**src/rtl/traffic_pkg.sv**
```systemverilog
// rtl/traffic_pkg.sv - light encodings, phase codes and default timing for the intersection controller
package traffic_pkg;

  localparam logic [2:0] CAR_RED    = 3'b100;
  localparam logic [2:0] CAR_YELLOW = 3'b010;
  localparam logic [2:0] CAR_GREEN  = 3'b001;

  localparam logic [2:0] WALK_STOP  = 3'b100;
  localparam logic [2:0] WALK_CLEAR = 3'b010;
  localparam logic [2:0] WALK_GO    = 3'b001;

  localparam int DEF_T_GREEN_MIN = 8;
  localparam int DEF_T_GREEN_MAX = 20;
  localparam int DEF_T_YELLOW    = 3;
  localparam int DEF_T_ALL_RED   = 2;
  localparam int DEF_T_WALK      = 5;

  typedef enum logic [2:0] {
    AR_H2V   = 3'd0,
    H_GREEN  = 3'd1,
    H_YELLOW = 3'd2,
    AR_V2H   = 3'd3,
    V_GREEN  = 3'd4,
    V_YELLOW = 3'd5
  } phase_t;

  function automatic logic [2:0] car_light(input phase_t p, input logic vert);
    phase_t g;
    phase_t y;
    g = vert ? V_GREEN : H_GREEN;
    y = vert ? V_YELLOW : H_YELLOW;
    if (p == g) return CAR_GREEN;
    if (p == y) return CAR_YELLOW;
    return CAR_RED;
  endfunction

  function automatic logic [2:0] walker_light(input logic green, input logic show,
                                              input logic [7:0] t, input logic [7:0] walk_len);
    if (!(green && show)) return WALK_STOP;
    if (t < walk_len) return WALK_GO;
    return WALK_CLEAR;
  endfunction

endpackage

```
**src/rtl/traffic_phase_timer.sv**
```systemverilog
// rtl/traffic_phase_timer.sv - 8-bit saturating phase timer with synchronous clear
module traffic_phase_timer (
  input  logic       clk,
  input  logic       reset_n,
  input  logic       clear,
  output logic [7:0] count
);

  always_ff @(posedge clk or negedge reset_n) begin
    if (!reset_n) begin
      count <= 8'd0;
    end else if (clear) begin
      count <= 8'd0;
    end else if (count != 8'hFF) begin
      count <= count + 8'd1;
    end
  end

endmodule

```
**src/rtl/traffic_phase_arbiter.sv**
```systemverilog
// rtl/traffic_phase_arbiter.sv - two-way intersection phase controller with walk latches and preemption
// Light registers load the decode of the next phase and timer, so they always match the state register.
module traffic_phase_arbiter
  import traffic_pkg::*;
#(
  parameter int T_GREEN_MIN = DEF_T_GREEN_MIN,
  parameter int T_GREEN_MAX = DEF_T_GREEN_MAX,
  parameter int T_YELLOW    = DEF_T_YELLOW,
  parameter int T_ALL_RED   = DEF_T_ALL_RED,
  parameter int T_WALK      = DEF_T_WALK
) (
  input  logic       clk,
  input  logic       reset_n,
  input  logic       i_h_car_det,
  input  logic       i_v_car_det,
  input  logic       i_h_walk_req,
  input  logic       i_v_walk_req,
  input  logic       i_emg,
  input  logic       i_emg_dir,
  output logic [2:0] o_h_car_traffic,
  output logic [2:0] o_v_car_traffic,
  output logic [2:0] o_h_walker_traffic,
  output logic [2:0] o_v_walker_traffic,
  output logic [2:0] o_state
);

  localparam logic [7:0] AR_LAST   = 8'(T_ALL_RED - 1);
  localparam logic [7:0] YEL_LAST  = 8'(T_YELLOW - 1);
  localparam logic [7:0] GMIN_LAST = 8'(T_GREEN_MIN - 1);
  localparam logic [7:0] GMAX_LAST = 8'(T_GREEN_MAX - 1);
  localparam logic [7:0] WALK_LEN  = 8'(T_WALK);

  phase_t     state, state_next;
  logic [7:0] timer, timer_next;
  logic       timer_clr, green_restart;
  logic       h_pend, v_pend, h_pend_next, v_pend_next;
  logic       h_show, v_show, h_show_next, v_show_next;
  logic       hold, hold_next;
  logic       emg_h, emg_v;

  traffic_phase_timer u_timer (
    .clk     (clk),
    .reset_n (reset_n),
    .clear   (timer_clr),
    .count   (timer)
  );

  assign emg_h = i_emg & ~i_emg_dir;
  assign emg_v = i_emg & i_emg_dir;

  always_comb begin
    state_next    = state;
    green_restart = 1'b0;
    case (state)
      AR_V2H, AR_H2V: begin
        if (timer == AR_LAST) begin
          if (i_emg)                state_next = i_emg_dir ? V_GREEN : H_GREEN;
          else if (state == AR_V2H) state_next = H_GREEN;
          else                      state_next = V_GREEN;
        end
      end
      H_GREEN: begin
        if (emg_v) begin
          state_next = H_YELLOW;
        end else if (!emg_h) begin
          if (hold) green_restart = 1'b1;
          else if ((i_v_car_det | v_pend) && (timer >= GMIN_LAST || timer == GMAX_LAST))
            state_next = H_YELLOW;
        end
      end
      H_YELLOW: if (timer == YEL_LAST) state_next = AR_H2V;
      V_GREEN: begin
        if (emg_h) begin
          state_next = V_YELLOW;
        end else if (!emg_v) begin
          if (hold) green_restart = 1'b1;
          else if ((i_h_car_det | h_pend) && (timer >= GMIN_LAST || timer == GMAX_LAST))
            state_next = V_YELLOW;
        end
      end
      V_YELLOW: if (timer == YEL_LAST) state_next = AR_V2H;
      default:  state_next = AR_V2H;
    endcase

    // Mirrors the timer sub-module so the output decode sees the value the timer is about to hold.
    timer_clr  = (state_next != state) || green_restart;
    timer_next = timer_clr ? 8'd0 : ((timer == 8'hFF) ? timer : timer + 8'd1);

    hold_next   = (state_next == H_GREEN && emg_h) || (state_next == V_GREEN && emg_v);
    h_pend_next = h_pend | i_h_walk_req;
    v_pend_next = v_pend | i_v_walk_req;
    h_show_next = h_show;
    v_show_next = v_show;

    // A request arriving on the entry edge stays latched for the following green.
    if (state_next == H_GREEN && state != H_GREEN) begin
      h_show_next = h_pend & ~hold_next;
      if (!hold_next) h_pend_next = i_h_walk_req;
    end
    if (state_next == V_GREEN && state != V_GREEN) begin
      v_show_next = v_pend & ~hold_next;
      if (!hold_next) v_pend_next = i_v_walk_req;
    end
  end

  always_ff @(posedge clk or negedge reset_n) begin
    if (!reset_n) begin
      state              <= AR_V2H;
      h_pend             <= 1'b0;
      v_pend             <= 1'b0;
      h_show             <= 1'b0;
      v_show             <= 1'b0;
      hold               <= 1'b0;
      o_h_car_traffic    <= CAR_RED;
      o_v_car_traffic    <= CAR_RED;
      o_h_walker_traffic <= WALK_STOP;
      o_v_walker_traffic <= WALK_STOP;
      o_state            <= AR_V2H;
    end else begin
      state              <= state_next;
      h_pend             <= h_pend_next;
      v_pend             <= v_pend_next;
      h_show             <= h_show_next;
      v_show             <= v_show_next;
      hold               <= hold_next;
      o_h_car_traffic    <= car_light(state_next, 1'b0);
      o_v_car_traffic    <= car_light(state_next, 1'b1);
      o_h_walker_traffic <= walker_light(state_next == H_GREEN, h_show_next & ~hold_next,
                                         timer_next, WALK_LEN);
      o_v_walker_traffic <= walker_light(state_next == V_GREEN, v_show_next & ~hold_next,
                                         timer_next, WALK_LEN);
      o_state            <= state_next;
    end
  end

endmodule

```
**config.mk**
```make
export PLATFORM = sky130hd
export DESIGN_NAME = traffic_phase_arbiter
export DESIGN_NICKNAME = d
export VERILOG_FILES = /design/src/rtl/traffic_pkg.sv /design/src/rtl/traffic_phase_timer.sv /design/src/rtl/traffic_phase_arbiter.sv
export SDC_FILE = /design/constraint.sdc
export NUM_CORES = 1
export LEC_CHECK = 0
export ABC_CLOCK_PERIOD_IN_PS = 3380
export CAP_MARGIN = 10
export CORE_MARGIN = 3
export CORE_UTILIZATION = 54
export CTS_CLUSTER_DIAMETER = 100
export DETAILED_ROUTE_END_ITERATION = 6
export PLACE_DENSITY = 0.85
export SLEW_MARGIN = 20
export SYNTH_ARGS = -nofsm -noshare
export SYNTH_HDL_FRONTEND = slang
export SYNTH_SLANG_ARGS = --single-unit
export TNS_END_PERCENT = 100
```
**constraint.sdc**
```tcl
create_clock -name clk -period 3.38 [get_ports clk]
set_input_delay 0.338 -clock clk [delete_from_list [all_inputs] [get_ports clk]]
set_output_delay 0.338 -clock clk [all_outputs]
set_load 0.01 [all_outputs]
```
=== Yosys cells after proc, flatten, opt, wreduce, memory -nomap -nowiden ===
Index checks and enable logic that the tools add are counted.

* Register bits: 28
* Input bits: 8
* Output and inout bits: 15
* Word-level logic and storage cells: 113

* Add/subtract/negate cells: 1
* Order comparisons: 2
* Equal/unequal tests: 17
* Mux-type cells: 56
* Bitwise gates (word level): 12
* Reduce and logical (&&, ||, !) cells: 14

{| class="wikitable"
|+ Operators with widths
! operator !! count
|-
| 3-bit two-way mux || 30
|-
| 8-bit two-way mux || 4
|-
| 1-bit two-way mux || 20
|-
| 3-bit case mux with 5 select lines || 1
|-
| 3-bit == test (second input constant) || 4
|-
| 3-bit by 2-bit == test with 1-bit output (second input constant) || 3
|-
| 8-bit by 1-bit adder with 8-bit output (second input constant) || 1
|-
| 8-bit by 1-bit == test with 1-bit output (second input constant) || 1
|-
| 8-bit by 2-bit == test with 1-bit output (second input constant) || 1
|-
| 8-bit by 5-bit == test with 1-bit output (second input constant) || 1
|-
| 8-bit == test (second input constant) || 1
|-
| 8-bit by 3-bit >= comparator with 1-bit output (second input constant) || 1
|-
| 1-bit logical AND || 8
|-
| 8-bit by 3-bit < comparator with 1-bit output (second input constant) || 1
|-
| 8-bit inequality test (second input constant) || 1
|-
| 1-bit bitwise AND || 6
|-
| 3-bit by 1-bit == test with 1-bit output (second input constant) || 2
|-
| 1-bit bitwise OR || 4
|-
| 3-bit logical NOT || 1
|-
| 1-bit logical OR || 3
|-
| 3-bit by 1-bit inequality test with 1-bit output (second input constant) || 1
|-
| 3-bit inequality test || 1
|-
| 3-bit inequality test (second input constant) || 1
|-
| 1-bit NOT || 2
|-
| 3 further kinds || 3
|}

=== Logic depth before layout (Yosys ltp) ===
Gate-level depths: netlist of the first run.

* Depth after elaboration: 20
* Gate-level depth with buffers: 10
* Depth with buffers taken out: 9

=== Modules after synthesis ===
From an unflattened synthesis of the first run, not the netlist that was laid out.

* Cell total of the unflattened synthesis: 166
* Area total of the unflattened synthesis: 1594.0 sq um

{| class="wikitable"
|+ Modules (own cells, without submodules)
! module !! times used !! cells an instance !! area each (sq um) !! sequential area each (sq um)
|-
| traffic_phase_arbiter || 1 || 125 || 1172.4 || 508.0
|-
| traffic_phase_timer || 1 || 41 || 421.7 || 200.2
|}

=== Least setup slack after synthesis of the first run ===
No wires, ideal clock.

* Path type: register -> register
* Start point: reg state[1]
* End point: reg v_show
* Setup time: 0.134 ns
* Arrival: 2.328 ns
* Required time: 3.246 ns
* Slack: 0.918 ns
* Cell stages (with the launch flop): 10
* Buffers on the path: 2
* Period minus slack after synthesis: 2.462 ns
* Cells stage by stage: dfstp_2 > clkbuf_1 > o21ai_0 > and4_1 > clkbuf_1 > nor2_2 > inv_2 > or4b_1 > mux2i_1 > o22ai_1

* Cells in the longest elaborated chain, start to end: 11
* Elaborated cells on any way between the ends: 31
* Classes of those cells: 8 x eq/ne; 15 x mux; 2 x bitwise; 6 x reduce/logical

{| class="wikitable"
|+ Ends and longest elaborated chain
! what !! line !! RTL
|-
| from (decl) || traffic_phase_arbiter.sv:33 || <nowiki>phase_t state, state_next;</nowiki>
|-
| from (signal assigned) || traffic_phase_arbiter.sv:120 || <nowiki>state <= state_next;</nowiki>
|-
| 3-bit by 2-bit == test with 1-bit output || traffic_phase_arbiter.sv:54, traffic_phase_arbiter.sv:58 ||
|-
| 3-bit two-way mux || traffic_phase_arbiter.sv:58 || <nowiki>else if (state == AR_V2H) state_next = H_GREEN;</nowiki>
|-
| 3-bit two-way mux || traffic_phase_arbiter.sv:57 || <nowiki>if (i_emg) state_next = i_emg_dir ? V_GREEN : H_GREEN;</nowiki>
|-
| 3-bit two-way mux || traffic_phase_arbiter.sv:56 || <nowiki>if (timer == AR_LAST) begin</nowiki>
|-
| 3-bit case mux with 5 select lines * || traffic_phase_arbiter.sv:54 || <nowiki>case (state)</nowiki>
|-
| via state_next[2] || traffic_phase_arbiter.sv:33 ||
|-
| 3-bit by 1-bit == test with 1-bit output or 3-bit == test (tied branches) || traffic_phase_arbiter.sv:89 || <nowiki>hold_next = (state_next == H_GREEN && emg_h) || (state_next == V_GREEN && emg_v);</nowiki>
|-
| 1-bit logical AND || traffic_phase_arbiter.sv:89 ||
|-
| 1-bit logical OR * || traffic_phase_arbiter.sv:89 ||
|-
| via hold_next || traffic_phase_arbiter.sv:38 || <nowiki>logic hold, hold_next;</nowiki>
|-
| 1-bit NOT * || traffic_phase_arbiter.sv:101 || <nowiki>v_show_next = v_pend & ~hold_next;</nowiki>
|-
| 1-bit bitwise AND * || traffic_phase_arbiter.sv:101 ||
|-
| 1-bit two-way mux * || traffic_phase_arbiter.sv:100 || <nowiki>if (state_next == V_GREEN && state != V_GREEN) begin</nowiki>
|-
| via v_show_next || traffic_phase_arbiter.sv:37 || <nowiki>logic h_show, v_show, h_show_next, v_show_next;</nowiki>
|-
| to (signal assigned) || traffic_phase_arbiter.sv:124 || <nowiki>v_show <= v_show_next;</nowiki>
|-
| to (decl) || traffic_phase_arbiter.sv:37 ||
|}

Mark *: on every way through the listed nets, which the timed path passes. The rest lies on a longest branch.
A chain may end at the register's enable or synchronous reset.

=== Final worst setup path of the first run ===
* Start point: reg u_timer.count[3]
* End point: reg u_timer.count[1]

* Cells in the longest elaborated chain, start to end: 11
* Elaborated cells on any way between the ends: 24
* Classes of those cells: 1 x order compare; 5 x eq/ne; 13 x mux; 5 x reduce/logical

{| class="wikitable"
|+ Ends and longest elaborated chain
! what !! line !! RTL
|-
| from (decl) || traffic_phase_timer.sv:6 || <nowiki>output logic [7:0] count</nowiki>
|-
| from (signal assigned) || traffic_phase_timer.sv:15 || <nowiki>count <= count + 8'd1;</nowiki>
|-
| 8-bit by 3-bit >= comparator with 1-bit output or 8-bit by 5-bit == test with 1-bit output (tied branches) || traffic_phase_arbiter.sv:67, traffic_phase_arbiter.sv:77 ||
|-
| 1-bit logical OR || traffic_phase_arbiter.sv:67, traffic_phase_arbiter.sv:77 ||
|-
| 1-bit logical AND (on tied branches) || traffic_phase_arbiter.sv:77, traffic_phase_arbiter.sv:67 ||
|-
| 3-bit two-way mux (on tied branches) || traffic_phase_arbiter.sv:77, traffic_phase_arbiter.sv:67 ||
|-
| 3-bit two-way mux (on tied branches) || traffic_phase_arbiter.sv:76, traffic_phase_arbiter.sv:66 ||
|-
| 3-bit two-way mux (on tied branches) || traffic_phase_arbiter.sv:75, traffic_phase_arbiter.sv:65 ||
|-
| 3-bit two-way mux (on tied branches) || traffic_phase_arbiter.sv:73, traffic_phase_arbiter.sv:63 ||
|-
| 3-bit case mux with 5 select lines || traffic_phase_arbiter.sv:54 ||
|-
| 3-bit inequality test || traffic_phase_arbiter.sv:86 || <nowiki>timer_clr = (state_next != state) || green_restart;</nowiki>
|-
| 1-bit logical OR || traffic_phase_arbiter.sv:86 ||
|-
| 8-bit two-way mux or 2-bit nonzero test (tied branches) || -- ||
|}

Parallel ways exist; a longest one is shown, timed or not.

==> results of run 1 <==
## metal layers
metal	track usage [%]	vias to the layer above	share of wire [%]
met4	10.84	0	3.0
met1	26.69	623	40
li1	-	627	-
met5	0	-	0
met3	2.553	11	7.8
met2	37.56	62	49
## power groups by stage
stage / registers [mW] / clock network, mW / logic, mW
2_1_floorplan: 0.546 / 0 / 0.545
3_3_place_gp: 0.564 / 0 / 0.742
5_1_grt: 0.580 / 0.181 / 0.847
3_5_place_dp: 0.571 / 0 / 0.765
6_report: 0.567 / 0.168 / 0.766
4_1_cts: 0.564 / 0.168 / 0.768
## worst max-delay path: stages, from the launching register on
cell and delay, ns:
dfrtp_1 0.50, or4_4 0.59, o221a_2 0.29, nor3b_2 0.26, o311ai_0 0.24, a211o_1 0.51
a211oi_2 0.24
## cell families (layout without fill, tap and decap cells)
family	after synthesis	after routing	share of synthesized area [%]
adder cells (fa/ha/maj)	4	4	2.955
multiplexers	5	5	3.344
AO/OA/AOI/OAI	37	37	17.50
flip-flops	28	28	44.01
XOR/XNOR	4	4	2.178
buffers and inverters	15	32	4.743
AND/OR/NAND/NOR	69	69	25.27
## area by class of cell
cell class / count / area, um2
clock buffers: 4 / 36.28
inverters: 5 / 18.77
well taps: 31 / 38.79
flip-flops and latches: 28 / 708.2
fillers: 229 / 950.9
multi-input cells: 119 / 824.5
repair buffers: 23 / 227.7
## registers in the layout (all words and copies together), names as in the netlist, 3 cells and up
signal / flops
state: 3
u_timer.count: 8
o_v_walker_traffic: 3
o_h_car_traffic: 3
o_v_car_traffic: 3
o_h_walker_traffic: 3
## stage by stage
stage	cells	area [um2]	hold slack, ns	utilization (%)
after floorplan	162	1609	0.04241	-
after global placement	206	1818	0.5042	64.81
after detailed placement	206	1818	0.5214	64.81
after CTS	210	1854	0.3709	66.10
after global routing	210	1854	0.3702	66.10
final	210	1854	0.3480	66.10
## path summary, 6_finish.rpt
check,endpoint,slack [ns],from
setup / recovery,u_timer.count[1],0.68,u_timer.count[3]
hold / removal,o_v_car_traffic[1],0.35,reset_n
setup reg to reg,u_timer.count[1],0.68,u_timer.count[3]
hold reg to reg,h_show,0.54,h_show
max in group asynchronous,state[1],2.73,reset_n
min in group clk,h_show,0.54,h_show
## placed cells by master (no fill, tap or decap), types with 3 or more instances in the layout
cell type,n
o21ai_0,6
clkdlybuf4s50_1,22
dfstp_2,6
a21oi_1,4
nor3_1,5
and3_1,3
ha_1,3
dfrtp_1,22
mux2_2,3
nor2_1,16
nand3_1,8
nand2_1,6
nor2b_1,4
clkbuf_4,3
inv_1,4
a21o_1,5
and2_1,4
==> impl_metrics.env, run 1 <==
export IMPL_p_leak_nw=0.7871
export IMPL_switching_share_pct=42.05
export IMPL_drc=0
export IMPL_skew_ns=0.006701
export IMPL_switchingPower_mw=0.6311
export IMPL_finalSetupTns_ns=0
export IMPL_postLayoutSetupSlackWorst_ns=0.6780
export IMPL_worst_slew_pin_slew_ns=0.5010
export IMPL_powerDensity_nw_per_um2=809.5
export IMPL_yosysMostFrequentCell="dfrtp_1"
export IMPL_post_cts_setup_buffer_count=0
export IMPL_antenna_found_initial=0
export IMPL_yosysTopAreaCell="dfrtp_1"
export IMPL_cts_root_buf="clkbuf_4"
export IMPL_routed_wl_mm=3.477
export IMPL_internal_power_mw=0.8698
export IMPL_rows=19
export IMPL_crit_type="reg -> reg"
export IMPL_p_total_mw=1.501
export IMPL_drv_cap=0
export IMPL_synthFlopType="dfrtp_1"
export IMPL_cts_resized_gates=0
export IMPL_grt_usage_pct=21.72
export IMPL_dp_hpwl_mm=2.670
export IMPL_cts_hold_buf=0
export IMPL_syn_nets=173
export IMPL_power_share_combinational_pct=51.1
export IMPL_die_area_um2=3671
export IMPL_maxSlewHeadroom_pct=66.18
export IMPL_rsz0062_at_grt="no"
export IMPL_clk_path_buf_depth=2
export IMPL_seqPwrFrac_pct=37.8
export IMPL_start_util_pct=57.36
export IMPL_cts_htree_levels=1
export IMPL_syn_area_um2=1609
export IMPL_period_share_pct=79.94
export IMPL_syn_avg_cell_area_um2=9.932
export IMPL_yosys_warnings=0
export IMPL_grt_pass1_wl_mm=5.920
export IMPL_irDropWorstVdd_uv=584.7
export IMPL_clkTransAtPathRegs_ns=0.15
export IMPL_ys_seq_area_share_pct=44.01
export IMPL_ios=23
export IMPL_die_width_um=60.59
export IMPL_grt_max_degree=29
export IMPL_status="finished clean"
export IMPL_post_drt_wl_per_cell_um=16.56
export IMPL_firstDrtPassIters=4
export IMPL_synth_edf_count=0
export IMPL_hold_viol=0
export IMPL_synthCells=162
export IMPL_overflow=0
export IMPL_endpoint_kind="register"
export IMPL_crit_fanout=10
export IMPL_coreArea_um2=2805
export IMPL_clkPwrFrac_pct=11.2
export IMPL_cts_sinks=28
export IMPL_cts_tree="built"
export IMPL_io_buffers=22
export IMPL_cp_required_ns=3.65
export IMPL_fin_crit_ns=2.702
export IMPL_nets=191
export IMPL_cp_start_kind="register"
export IMPL_synth_cell_types=58
export IMPL_first_iter_violations=46
export IMPL_place_congestion=0.9023
export IMPL_maxSlewViolCount=0
export IMPL_antennaDiodeCount=0
export IMPL_vias=1323
export IMPL_r2r_cells=6
export IMPL_synth_top_area_share_pct=34.21
export IMPL_pre_cts_ws_ns=0.5223
export IMPL_drive_above_1_share_pct=15.64
export IMPL_numCtsBuffers=3
export IMPL_synth_area_top_cells="dfrtp_1, dfstp_2, nor2_1"
export IMPL_fmax_mhz=370.1
export IMPL_clk_latency_ns=0.34
export IMPL_via_per_inst=6.300
export IMPL_ant_nets=0
export IMPL_area_growth_pct=15.24
export IMPL_holdCritPathClass="in -> async"
export IMPL_synthArstFlopShare_pct=100.0
export IMPL_synth_seq_cells=28
export IMPL_die_h_um=60.59
export IMPL_grt_pass1_vias=1311
export IMPL_synthTopCellsByCount="dfrtp_1, nor2_1, nand3_1"
export IMPL_setup_viol=0
export IMPL_arrival_ns=2.97
Note: power is estimated with default switching activity, not from simulation.
==> run 2, diff against run 1 <==
--- a/config.mk
+++ b/config.mk
@@ -5,7 +5,7 @@
 export SDC_FILE = /design/constraint.sdc
 export NUM_CORES = 1
 export LEC_CHECK = 0
-export ABC_CLOCK_PERIOD_IN_PS = 3380
+export ABC_CLOCK_PERIOD_IN_PS = 2700
 export CAP_MARGIN = 10
 export CORE_MARGIN = 3
 export CORE_UTILIZATION = 54
==> constraint.sdc (replaced) <==
create_clock -name clk -period 2.7 [get_ports clk]
set_input_delay 0.27 -clock clk [delete_from_list [all_inputs] [get_ports clk]]
set_output_delay 0.27 -clock clk [all_outputs]
set_load 0.01 [all_outputs]
==> impl_metrics.env, run 2 (synthesis results as in run 1) <==
export IMPL_status="finished clean"
export IMPL_cp_cell_sequence="or4_4 -> o221ai_2 -> a21oi_2 -> or4_4 -> a211o_4 -> a211oi_1"
export IMPL_numCtsBuffers=3
export IMPL_period_share_pct=95.98
export IMPL_holdWs_ns=0.2786
export IMPL_cts_htree_levels=1
export IMPL_die_area_um2=3671
export IMPL_irDropWorstVdd_uv=699.3
export IMPL_place_congestion=0.9799
export IMPL_drc=0
export IMPL_worst_slew_pin_slew_ns=0.5397
export IMPL_grt_pass1_wl_mm=6.210
export IMPL_firstDrtPassIters=4
export IMPL_hold_viol=0
export IMPL_holdCritPathClass="in -> async"
export IMPL_nets=200
export IMPL_maxSlewViolCount=0
export IMPL_clk_path_buf_depth=2
export IMPL_crit_type="reg -> reg"
export IMPL_maxSlewHeadroom_pct=63.56
export IMPL_via_per_inst=6.155
export IMPL_vias=1348
export IMPL_setup_viol=0
export IMPL_cp_required_ns=2.95
export IMPL_skew_ns=0.002731
export IMPL_ios=23
export IMPL_path_common_cell="or4_4"
export IMPL_first_iter_violations=63
export IMPL_grt_pass1_vias=1330
export IMPL_routed_wl_mm=3.625
export IMPL_clk_latency_ns=0.33
export IMPL_antennaDiodeCount=0
export IMPL_coreArea_um2=2805
export IMPL_post_drt_wl_per_cell_um=16.55
export IMPL_worst_path_dominant_cell_family="simple AND/OR/NAND/NOR gates"
export IMPL_rows=19
export IMPL_cts_tree="built"
export IMPL_cp_num_buf_inv=0
export IMPL_fin_crit_ns=2.592
export IMPL_final_util_pct=69.40
export IMPL_drive_above_1_share_pct=21.81
export IMPL_die_h_um=60.59
export IMPL_fmax_mhz=385.9
export IMPL_fill_cells=219
export IMPL_most_common_layout_cells="clkdlybuf4s50_1, dfrtp_1, nor2_1"
export IMPL_arrival_ns=2.84
export IMPL_slowest_delay_ns=0.54
export IMPL_crit_fanout=10
export IMPL_largest_reg_flops=8
export IMPL_die_width_um=60.59
export IMPL_clkTransAtPathRegs_ns=0.15
export IMPL_start_util_pct=57.36
export IMPL_place_inst=214
export IMPL_drv_cap=0
export IMPL_cts_sinks=28
export IMPL_endpoint_kind="register"
export IMPL_p_leak_nw=0.8317
export IMPL_largest_register="u_timer.count"
export IMPL_grt_max_degree=29
export IMPL_overflow=0
export IMPL_instances_no_fill=219
export IMPL_antenna_found_initial=0
export IMPL_cp_start_kind="register"
export IMPL_critPathSlowestCell="or4_4"
export IMPL_ant_nets=0
export IMPL_cts_root_buf="clkbuf_4"
export IMPL_powerDensity_nw_per_um2=1015
export IMPL_cts_hold_buf=0
export IMPL_area_growth_pct=21.00
export IMPL_io_buffers=22
export IMPL_grt_usage_pct=22.37
export IMPL_dp_hpwl_mm=2.702
export IMPL_layout_commonest_cell="clkdlybuf4s50_1"
## run 2: routing by layer
| layer | track usage, % | share of wire, % | vias up |
|---|---|---|---|
| li1 | - | - | 646 |
| met1 | 29.81 | 44 | 658 |
| met2 | 37.40 | 49 | 40 |
| met3 | 4.468 | 5.7 | 4 |
| met4 | 5.573 | 0.72 | 0 |
| met5 | 0 | 0 | - |
## run 2: metrics by stage
stage               worst slack, ns  total power, mW  instance area, um2  setup TNS [ns]
floorplan                    0.2382            1.366                1609               0
global placement             0.1193            1.666                1878               0
detailed placement          0.06234            1.693                1878               0
CTS                         0.04287            1.901                1914               0
global route               -0.01132            2.126                1947        -0.01132
finish                       0.1084            1.977                1947               0
## run 2: final timing paths
kind / from / to / slack, ns / cells past startpoint
min in group clk: i_h_walk_req / h_pend / 0.49 / 2
max: u_timer.count[4] / u_timer.count[2] / 0.11 / 6
max in group asynchronous: reset_n / state[0] / 2.11 / 2
min reg2reg: h_show / h_show / 0.54 / 2
max reg2reg: u_timer.count[4] / u_timer.count[2] / 0.11 / 6
min: reset_n / o_h_car_traffic[1] / 0.28 / 2
## run 2: cell type report
class                      instances  area, um2  share of cell area, %
multi-input combinational        119      848.3                  43.57
sequential                        28      709.4                  36.44
timing repair buffer              32      295.3                  15.17
tap                               31      38.79                  1.992
clock buffer                       4      36.28                  1.864
inverter                           5      18.77                 0.9640
## run 2: repair_timing
| item | in CTS | in global routing |
|---|---|---|
| buffers inserted | 0 | 1 |
| endpoints found under the setup margin | 0 | 8 |
| gates resized for setup | 0 | 7 |
## run 2: worst register-to-register path, stage by stage, from the launching register on
cell and delay [ns]:
dfrtp_2 0.50, or4_4 0.54, o221ai_2 0.21, a21oi_2 0.11
or4_4 0.53, a211o_4 0.41, a211oi_1 0.21
## run 2: power breakdown
part | internal [mW] | switching [mW] | leakage (nW) | total, mW
Combinational | 0.509 | 0.560 | 0.462 | 1.07
Sequential | 0.574 | 0.122 | 0.349 | 0.696
Clock | 0.0827 | 0.128 | 0.0210 | 0.211
Total | 1.17 | 0.810 | 0.832 | 1.98
==> run 3, diff against run 2 <==
--- a/config.mk
+++ b/config.mk
@@ -8,12 +8,13 @@
 export ABC_CLOCK_PERIOD_IN_PS = 2700
 export CAP_MARGIN = 10
 export CORE_MARGIN = 3
-export CORE_UTILIZATION = 54
+export CORE_UTILIZATION = 53
 export CTS_CLUSTER_DIAMETER = 100
 export DETAILED_ROUTE_END_ITERATION = 6
-export PLACE_DENSITY = 0.85
+export PLACE_DENSITY = 0.84
 export SLEW_MARGIN = 20
 export SYNTH_ARGS = -nofsm -noshare
 export SYNTH_HDL_FRONTEND = slang
+export SYNTH_HIERARCHICAL = 1
 export SYNTH_SLANG_ARGS = --single-unit
 export TNS_END_PERCENT = 100
==> impl_metrics.env, run 3 <==
export IMPL_stdcell_area_um2=1947
export IMPL_critPathSlowestCell="or4_4"
export IMPL_syn_nets=178
export IMPL_r2r_cells=8
export IMPL_maxSlewHeadroom_pct=65.59
export IMPL_via_per_inst=6.558
export IMPL_period_share_pct=96.05
export IMPL_synthArstFlopShare_pct=100.0
export IMPL_die_area_um2=3702
export IMPL_cts_htree_levels=1
export IMPL_start_util_pct=56.82
export IMPL_ios=23
export IMPL_drv_cap=0
export IMPL_rsz0062_at_grt="no"
export IMPL_most_common_layout_cells="clkdlybuf4s50_1, dfrtp_1, nor2_1, nand2_1, buf_4"
export IMPL_cp_depth=8
export IMPL_fin_crit_ns=2.593
export IMPL_setup_viol=0
export IMPL_largest_reg_flops=8
export IMPL_clk_latency_ns=0.33
export IMPL_place_congestion=0.9169
export IMPL_clk_path_buf_depth=2
export IMPL_cp_num_buf_inv=0
export IMPL_yosys_warnings=6
export IMPL_largest_register="u_timer/count"
export IMPL_dp_hpwl_mm=2.697
export IMPL_cts_sinks=28
export IMPL_status="finished clean"
export IMPL_worst_slew_pin_slew_ns=0.5161
export IMPL_nets=206
export IMPL_yosysMostFrequentCell="dfrtp_1"
export IMPL_irDropWorstVdd_uv=529.5
export IMPL_grt_pass1_wl_mm=5.975
export IMPL_endpoint_kind="register"
export IMPL_layout_commonest_cell="clkdlybuf4s50_1"
export IMPL_cp_required_ns=2.97
export IMPL_cp_start_kind="register"
export IMPL_powerDensity_nw_per_um2=979.0
export IMPL_switchingPower_mw=0.7784
export IMPL_hold_viol=0
export IMPL_synthTopCellsByCount="dfrtp_1, nand2_1, nor2_1"
export IMPL_coreArea_um2=2805
export IMPL_ys_seq_area_share_pct=44.43
export IMPL_routed_wl_mm=3.737
export IMPL_clkTransAtPathRegs_ns=0.15
export IMPL_cts_tree="built"
export IMPL_die_width_um=60.84
export IMPL_fmax_mhz=385.6
export IMPL_switching_share_pct=40.84
export IMPL_internal_power_mw=1.128
export IMPL_crit_fanout=9
export IMPL_drc=0
export IMPL_synth_cell_types=48
export IMPL_finalSetupTns_ns=0
export IMPL_antenna_found_initial=0
export IMPL_dpl_cell_area_um2=1884
export IMPL_p_leak_nw=0.8187
export IMPL_final_util_pct=69.40
export IMPL_overflow=0
export IMPL_numCtsBuffers=3
export IMPL_rows=19
export IMPL_slowest_delay_ns=0.59
export IMPL_cp_cell_sequence="or4_4 -> or2_1 -> a221oi_2 -> o21ai_1 -> xnor2_1 -> nand2_2 -> o21bai_1 -> a31oi_1"
export IMPL_synth_top_area_share_pct=34.54
export IMPL_vias=1469
export IMPL_syn_avg_cell_area_um2=9.603
export IMPL_holdCritPathClass="in -> async"
export IMPL_firstDrtPassIters=4
export IMPL_grt_usage_pct=21.46
export IMPL_worst_path_dominant_cell_family="simple AND/OR/NAND/NOR gates"
export IMPL_post_drt_wl_per_cell_um=16.68
export IMPL_syn_area_um2=1594
export IMPL_grt_pass1_vias=1305
export IMPL_die_h_um=60.84
export IMPL_power_share_combinational_pct=46.8
export IMPL_yosysTopAreaCell="dfrtp_1"
export IMPL_crit_type="reg -> reg"
export IMPL_grt_max_degree=29
export IMPL_clkPwrFrac_pct=14.5
export IMPL_drive_above_1_share_pct=17.10
export IMPL_maxSlewViolCount=0
export IMPL_first_iter_violations=67
export IMPL_area_growth_pct=22.14
export IMPL_cts_root_buf="clkbuf_4"
export IMPL_io_buffers=22
export IMPL_synth_area_top_cells="dfrtp_1, dfstp_2, ha_1"
export IMPL_synthCells=166
export IMPL_skew_ns=0.004851
export IMPL_r2r_slack_ns=0.11
export IMPL_synth_seq_cells=28
export IMPL_seqPwrFrac_pct=38.7
export IMPL_ant_nets=0
export IMPL_synth_edf_count=0
export IMPL_antennaDiodeCount=0
export IMPL_arrival_ns=2.86
export IMPL_synthFlopType="dfrtp_1"
run 3: changes by cell type after synthesis, sizes merged, moves of 3 or more:
cell / previous run / this run
a31oi: 2 / 5
nand2: 6 / 10
nand4: 1 / 5
nor2: 17 / 10
run 3: layout make-up:
| cell class | instances | area, um2 |
|---|---|---|
| multi-input combinational | 125 | 840.8 |
| clock buffer | 3 | 22.52 |
| clock inverter | 1 | 30.03 |
| tap | 31 | 38.79 |
| timing repair buffer | 30 | 280.3 |
| inverter | 6 | 22.52 |
| sequential | 28 | 711.9 |
| fill | 222 | 858.3 |
run 3: metal layers:
| layer | wire length, um | up-vias | track usage [%] |
|---|---|---|---|
| met5 | 0 | - | 0 |
| met1 | 1656 | 697 | 29.05 |
| li1 | - | 675 | - |
| met4 | 85 | 0 | 8.050 |
| met2 | 1764 | 85 | 34.81 |
| met3 | 231 | 12 | 3.191 |
run 3: worst register-to-register path, cell delays in order, from the launching register on:
cell and delay (ns):
dfrtp_2 0.49, or4_4 0.59, or2_1 0.26, a221oi_2 0.23, o21ai_1 0.18, xnor2_1 0.27
nand2_2 0.16, o21bai_1 0.20, a31oi_1 0.15
run 3: path summary, 6_finish.rpt:
check,from,endpoint
max in group asynchronous,reset_n,o_v_car_traffic[2]
hold reg to reg,v_show,v_show
min in group clk,i_v_walk_req,v_pend
setup / recovery,u_timer/count[5],u_timer/count[2]
setup reg to reg,u_timer/count[5],u_timer/count[2]
hold / removal,reset_n,o_h_car_traffic[1]
run 3: cells by family after synthesis:
group | share of synthesized area (%)
simple gates | 27.63
fa+ha+maj | 3.140
flops | 44.43
xor+xnor | 1.099
compound gates | 18.52
mux | 1.962
buf+inv | 3.218
run 3: power groups by stage:
| stage | Sequential, mW | Combinational, mW | Clock (mW) |
|---|---|---|---|
| floorplan | 0.683 | 0.578 | 0 |
| global placement | 0.721 | 0.835 | 0 |
| detailed placement | 0.736 | 0.854 | 0 |
| CTS | 0.727 | 0.867 | 0.277 |
| global route | 0.753 | 0.960 | 0.293 |
| finish | 0.737 | 0.892 | 0.277 |
run 3: what timing repair did:
item	in CTS	in global routing
hold buffers	0	0
endpoints found under the setup margin	0	7
gates resized for setup	0	5
setup buffers	0	0
run 3: per-stage QoR:
stage | instances | total power [mW] | setup WS [ns] | hold slack (ns)
after floorplan | 166 | 1.262 | 0.1562 | -0.02559
after global placement | 220 | 1.556 | 0.2096 | 0.4588
after detailed placement | 220 | 1.591 | 0.1316 | 0.4659
after CTS | 224 | 1.872 | 0.004484 | 0.2986
after global routing | 224 | 2.006 | 0.02472 | 0.3181
final | 224 | 1.906 | 0.1067 | 0.2849
